<file path="src/rtl/block_nest_checker_pkg.sv">
// Shared tokenizer state encoding, ASCII constants and character helpers
// for the begin/end nesting checker.
package blk_chk_pkg;

    typedef enum logic [3:0] {
        ST_WS,
        ST_B,
        ST_BE,
        ST_BEG,
        ST_BEGI,
        ST_BEGIN,
        ST_E,
        ST_EN,
        ST_END,
        ST_WORD
    } tok_state_e;

    localparam logic [7:0] CH_B = 8'h62;
    localparam logic [7:0] CH_E = 8'h65;
    localparam logic [7:0] CH_G = 8'h67;
    localparam logic [7:0] CH_I = 8'h69;
    localparam logic [7:0] CH_N = 8'h6E;
    localparam logic [7:0] CH_D = 8'h64;

    function automatic logic is_letter(input logic [7:0] c);
        return ((c >= 8'h41) && (c <= 8'h5A)) || ((c >= 8'h61) && (c <= 8'h7A));
    endfunction

    function automatic logic [7:0] fold_case(input logic [7:0] c);
        return ((c >= 8'h41) && (c <= 8'h5A)) ? (c | 8'h20) : c;
    endfunction

endpackage

</file>
<file path="src/rtl/block_nest_checker_tokenizer.sv">
// Keyword tokenizer: recognises whole words "begin"/"end" and pulses a token
// on the delimiter that terminates them.
module kw_tokenizer
    import blk_chk_pkg::*;
#(
    parameter bit CASE_SENS = 1'b0
) (
    input  logic       clk,
    input  logic       reset,
    input  logic [7:0] in,
    input  logic       in_valid,
    output logic       begin_tok,
    output logic       end_tok
);

    tok_state_e state_q, state_d;
    logic [7:0] ch;

    assign ch = CASE_SENS ? in : fold_case(in);

    // Tokens are decoded from the current state and the incoming delimiter so
    // the depth counter can commit on the same edge that samples the delimiter.
    always_comb begin
        state_d   = state_q;
        begin_tok = 1'b0;
        end_tok   = 1'b0;
        if (in_valid) begin
            if (!is_letter(ch)) begin
                state_d   = ST_WS;
                begin_tok = (state_q == ST_BEGIN);
                end_tok   = (state_q == ST_END);
            end else begin
                case (state_q)
                    ST_WS:   state_d = (ch == CH_B) ? ST_B :
                                       (ch == CH_E) ? ST_E : ST_WORD;
                    ST_B:    state_d = (ch == CH_E) ? ST_BE   : ST_WORD;
                    ST_BE:   state_d = (ch == CH_G) ? ST_BEG  : ST_WORD;
                    ST_BEG:  state_d = (ch == CH_I) ? ST_BEGI : ST_WORD;
                    ST_BEGI: state_d = (ch == CH_N) ? ST_BEGIN : ST_WORD;
                    ST_E:    state_d = (ch == CH_N) ? ST_EN   : ST_WORD;
                    ST_EN:   state_d = (ch == CH_D) ? ST_END  : ST_WORD;
                    default: state_d = ST_WORD;
                endcase
            end
        end
    end

    always_ff @(posedge clk) begin
        if (reset) begin
            state_q <= ST_WS;
        end else begin
            state_q <= state_d;
        end
    end

endmodule

</file>
<file path="config.mk">
export PLATFORM = sky130hd
export DESIGN_NAME = kw_tokenizer
export DESIGN_NICKNAME = d
export VERILOG_FILES = /design/src/rtl/block_nest_checker_pkg.sv /design/src/rtl/block_nest_checker_tokenizer.sv
export SDC_FILE = /design/constraint.sdc
export NUM_CORES = 1
export LEC_CHECK = 0
export ABC_AREA = 1
export CORE_UTILIZATION = 37
export DETAILED_ROUTE_END_ITERATION = 6
export MAX_ROUTING_LAYER = met4
export PLACE_DENSITY = 0.59
export SLEW_MARGIN = 0
export SYNTH_ARGS = -nofsm -noshare
export SYNTH_HDL_FRONTEND = slang
export SYNTH_SLANG_ARGS = --single-unit
</file>
<file path="constraint.sdc">
create_clock -name clk -period 2.17 [get_ports clk]
set_clock_uncertainty 0.2 [all_clocks]
set_input_delay 0.434 -clock clk [delete_from_list [all_inputs] [get_ports clk]]
set_output_delay 0.434 -clock clk [all_outputs]
set_load 0.01 [all_outputs]
</file>
==> impl_metrics.json <==
{
  "outcome": "finished, final reports clean",
  "avgSynthCellArea_um2": 5.65,
  "critPathArrivalTime_ns": 1.43,
  "finalInstanceArea_um2": 825,
  "cpMaxStageDelayCell": "clkdlybuf4s15_1",
  "synth_seq_cells": 4,
  "syn-cell-area_um2": 577,
  "synthDistinctLibCells": 21,
  "fp-row-count": 13,
  "ys.flop_type": "dfxtp_1",
  "synth_warnings": 0,
  "regMostFlops": "state_q",
  "drt-initial-drc-count": 19,
  "min_period_over_period_pct": 95.2,
  "drv_cap": 0,
  "hold_path.class": "reg2reg",
  "regArea_um2": 80.1,
  "worst_setup_path_end_kind": "primary output",
  "gr-total-overflow": 0,
  "die_y_um": 41.5,
  "critPathKind": "in2out",
  "start_util_pct": 41.7,
  "cts.path.max_buffers": 2,
  "port_buffers": 12,
  "cts_tree": "yes",
  "final_util_pct": 59.6,
  "vias": 705,
  "insertion_delay_ns": 0.22,
  "grt_pass1_vias": 614,
  "p_leak_nw": 0.392,
  "routed_via_density": 4.90,
  "drc": 0,
  "min_period_ns": 2.07,
  "synth-edff-count": 0,
  "setup_viol": 0,
  "path_buf_inv": 3,
  "required_ns": 1.54,
  "antenna_found_initial": 0,
  "netlist_instances": 102,
  "track_usage_pct": 17.6,
  "ioPinCount": 13,
  "setup-tns-final_ns": 0,
  "grt_max_degree": 10,
  "worstPathMaxFanout": 4,
  "startpoint_type": "primary input",
  "synthArstFlopShare_pct": 0,
  "multi_input_area_um2": 458,
  "rsz0062_at_grt": "false",
  "path_delay_family": "buffers and inverters",
  "cts_root_buf": "clkbuf_4",
  "drtAntennaViolNets": 0,
  "report.final.slew_viol_count": 0,
  "wl_per_cell_um": 9.60,
  "postPlaceCellArea_um2": 783,
  "tightest_slew_ns": 0.250,
  "largest_reg_flops": 4,
  "power_density_nw_per_um2": 302,
  "crit_chain": "clkdlybuf4s15_1 -> inv_1 -> nand2_2 -> o21ai_2 -> nand2_1 -> nor4_1 -> buf_2",
  "hold_viol_final": 0,
  "routed_wl_um": 1380,
  "dpl.cell_count": 138,
  "fillers": 154,
  "ir_drop_mv": 0.243,
  "ys_seq_area_share_pct": 13.9,
  "nets": 142,
  "place_congestion": 0.858,
  "total_power_mw": 0.249,
  "cts_made_buffers": 3,
  "slew_headroom_pct": 83.3,
  "core_area_um2": 1380,
  "cts_hold_buf": 0,
  "drt-pass1-iter-count": 4,
  "die_area_um2": 1720,
  "cts.sinks": 4,
  "final_layout_size_suffix_gt1_share_pct": 32.6,
  "diodes": 0,
  "fp.dieW_um": 41.5,
  "syn_nets": 113,
  "grt_pass1_wl_um": 2440,
  "syn_to_final_growth_pct": 43.0,
  "largestRegisters": "state_q x4",
  "fmaxAchievable_mhz": 484,
  "dp_hpwl_um": 1190,
  "critPathMaxStageDelay_ns": 0.23,
  "clk_pin_slew_ns": 0.03,
  "stdcell_count": 144,
  "htreeDepth": 1
}
placed cells by master, fill, tap and decap left out, types with 2 or more instances in the layout:
| master | instances |
|---|---|
| nand4_1 | 3 |
| nand2_1 | 30 |
| nand2_2 | 3 |
| inv_1 | 7 |
| nor3_1 | 2 |
| nor3_2 | 2 |
| nor2_1 | 10 |
| nand3_1 | 14 |
| buf_2 | 2 |
| dfxtp_1 | 4 |
| inv_2 | 7 |
| clkbuf_4 | 3 |
| a21oi_1 | 4 |
| dlygate4sd2_1 | 6 |
| buf_4 | 12 |
| clkdlybuf4s50_1 | 3 |
| nor2_2 | 5 |
per-layer routing:
metal | wire [um] | GRT usage, % | vias to the layer above
li1 | - | - | 392
met1 | 718 | 25.1 | 300
met2 | 641 | 28.1 | 13
met3 | 22 | 0 | 0
met4 | 0 | 3.87 | 0
met5 | 0 | - | -
where the power goes:
part / switching [mW] / total [mW] / internal (mW)
logic: 0.0475 / 0.0874 / 0.0400
clock network: 0.0227 / 0.0840 / 0.0613
registers: 0.00175 / 0.0773 / 0.0756
cells by family after synthesis:
logic type	after synthesis	share of synthesized area, %
AO/OA/AOI/OAI	8	8.89
buffers and inverters	14	9.11
flip-flops	4	13.9
AND/OR/NAND/NOR	76	68.1
stage by stage:
stage               setup slack, ns  hold WS (ns)
CTS                         0.00374         0.289
detailed placement           -0.616         0.283
global route                0.00602         0.320
global placement             -0.596         0.278
floorplan                     0.348         0.252
finish                        0.103         0.289
timing repair:
| item | in CTS | in global routing |
|---|---|---|
| gates cloned | 0 | 0 |
| hold endpoints to repair | 0 | 0 |
| setup endpoints to repair | 2 | 1 |
| resized for setup | 23 | 0 |
| setup buffers | 3 | 0 |
| pin swaps | 5 | 1 |
worst reg2reg max path, delay by kind of cell, from the launching register on:
kind | cells | cell delay [ns]
AND/OR/NAND/NOR | 4 | 0.50
flip-flops | 1 | 0.35
AO/OA/AOI/OAI | 2 | 0.26
buffers and inverters | 1 | 0.07
cell type report:
cell class,instances,area share (%)
Tap cell,15,2.28
Multi-Input combinational cell,84,55.5
Inverter,14,6.37
Sequential cell,4,9.71
Timing Repair Buffer,24,23.4
Clock buffer,3,2.73
path summary, 6_finish.rpt:
check	cells past startpoint	startpoint	slack, ns	end
setup reg to reg	7	state_q[2]$_SDFFE_PP0P_	0.66	state_q[0]$_SDFFE_PP0P_
hold / removal	2	state_q[1]$_SDFFE_PP0P_	0.29	state_q[1]$_SDFFE_PP0P_
setup / recovery	7	in[1]	0.10	begin_tok
hold reg to reg	2	state_q[1]$_SDFFE_PP0P_	0.29	state_q[1]$_SDFFE_PP0P_
Yosys cell counts, types with 2 or more instances:
cell     count  area share [%]
nor3_1       2             1.7
a21oi_1      4             3.5
nand4_1      3             3.3
o21ai_1      2             1.7
nand2_1     32              21
nor2_1      10             6.5
inv_2        5             3.3
nor3_2       2             3.5
dfxtp_1      4              14
nand3_1     14              12
nor2_2       5             5.4
inv_1        9             5.9
nand2_2      2             2.2
(Power assumes the default switching activity.)
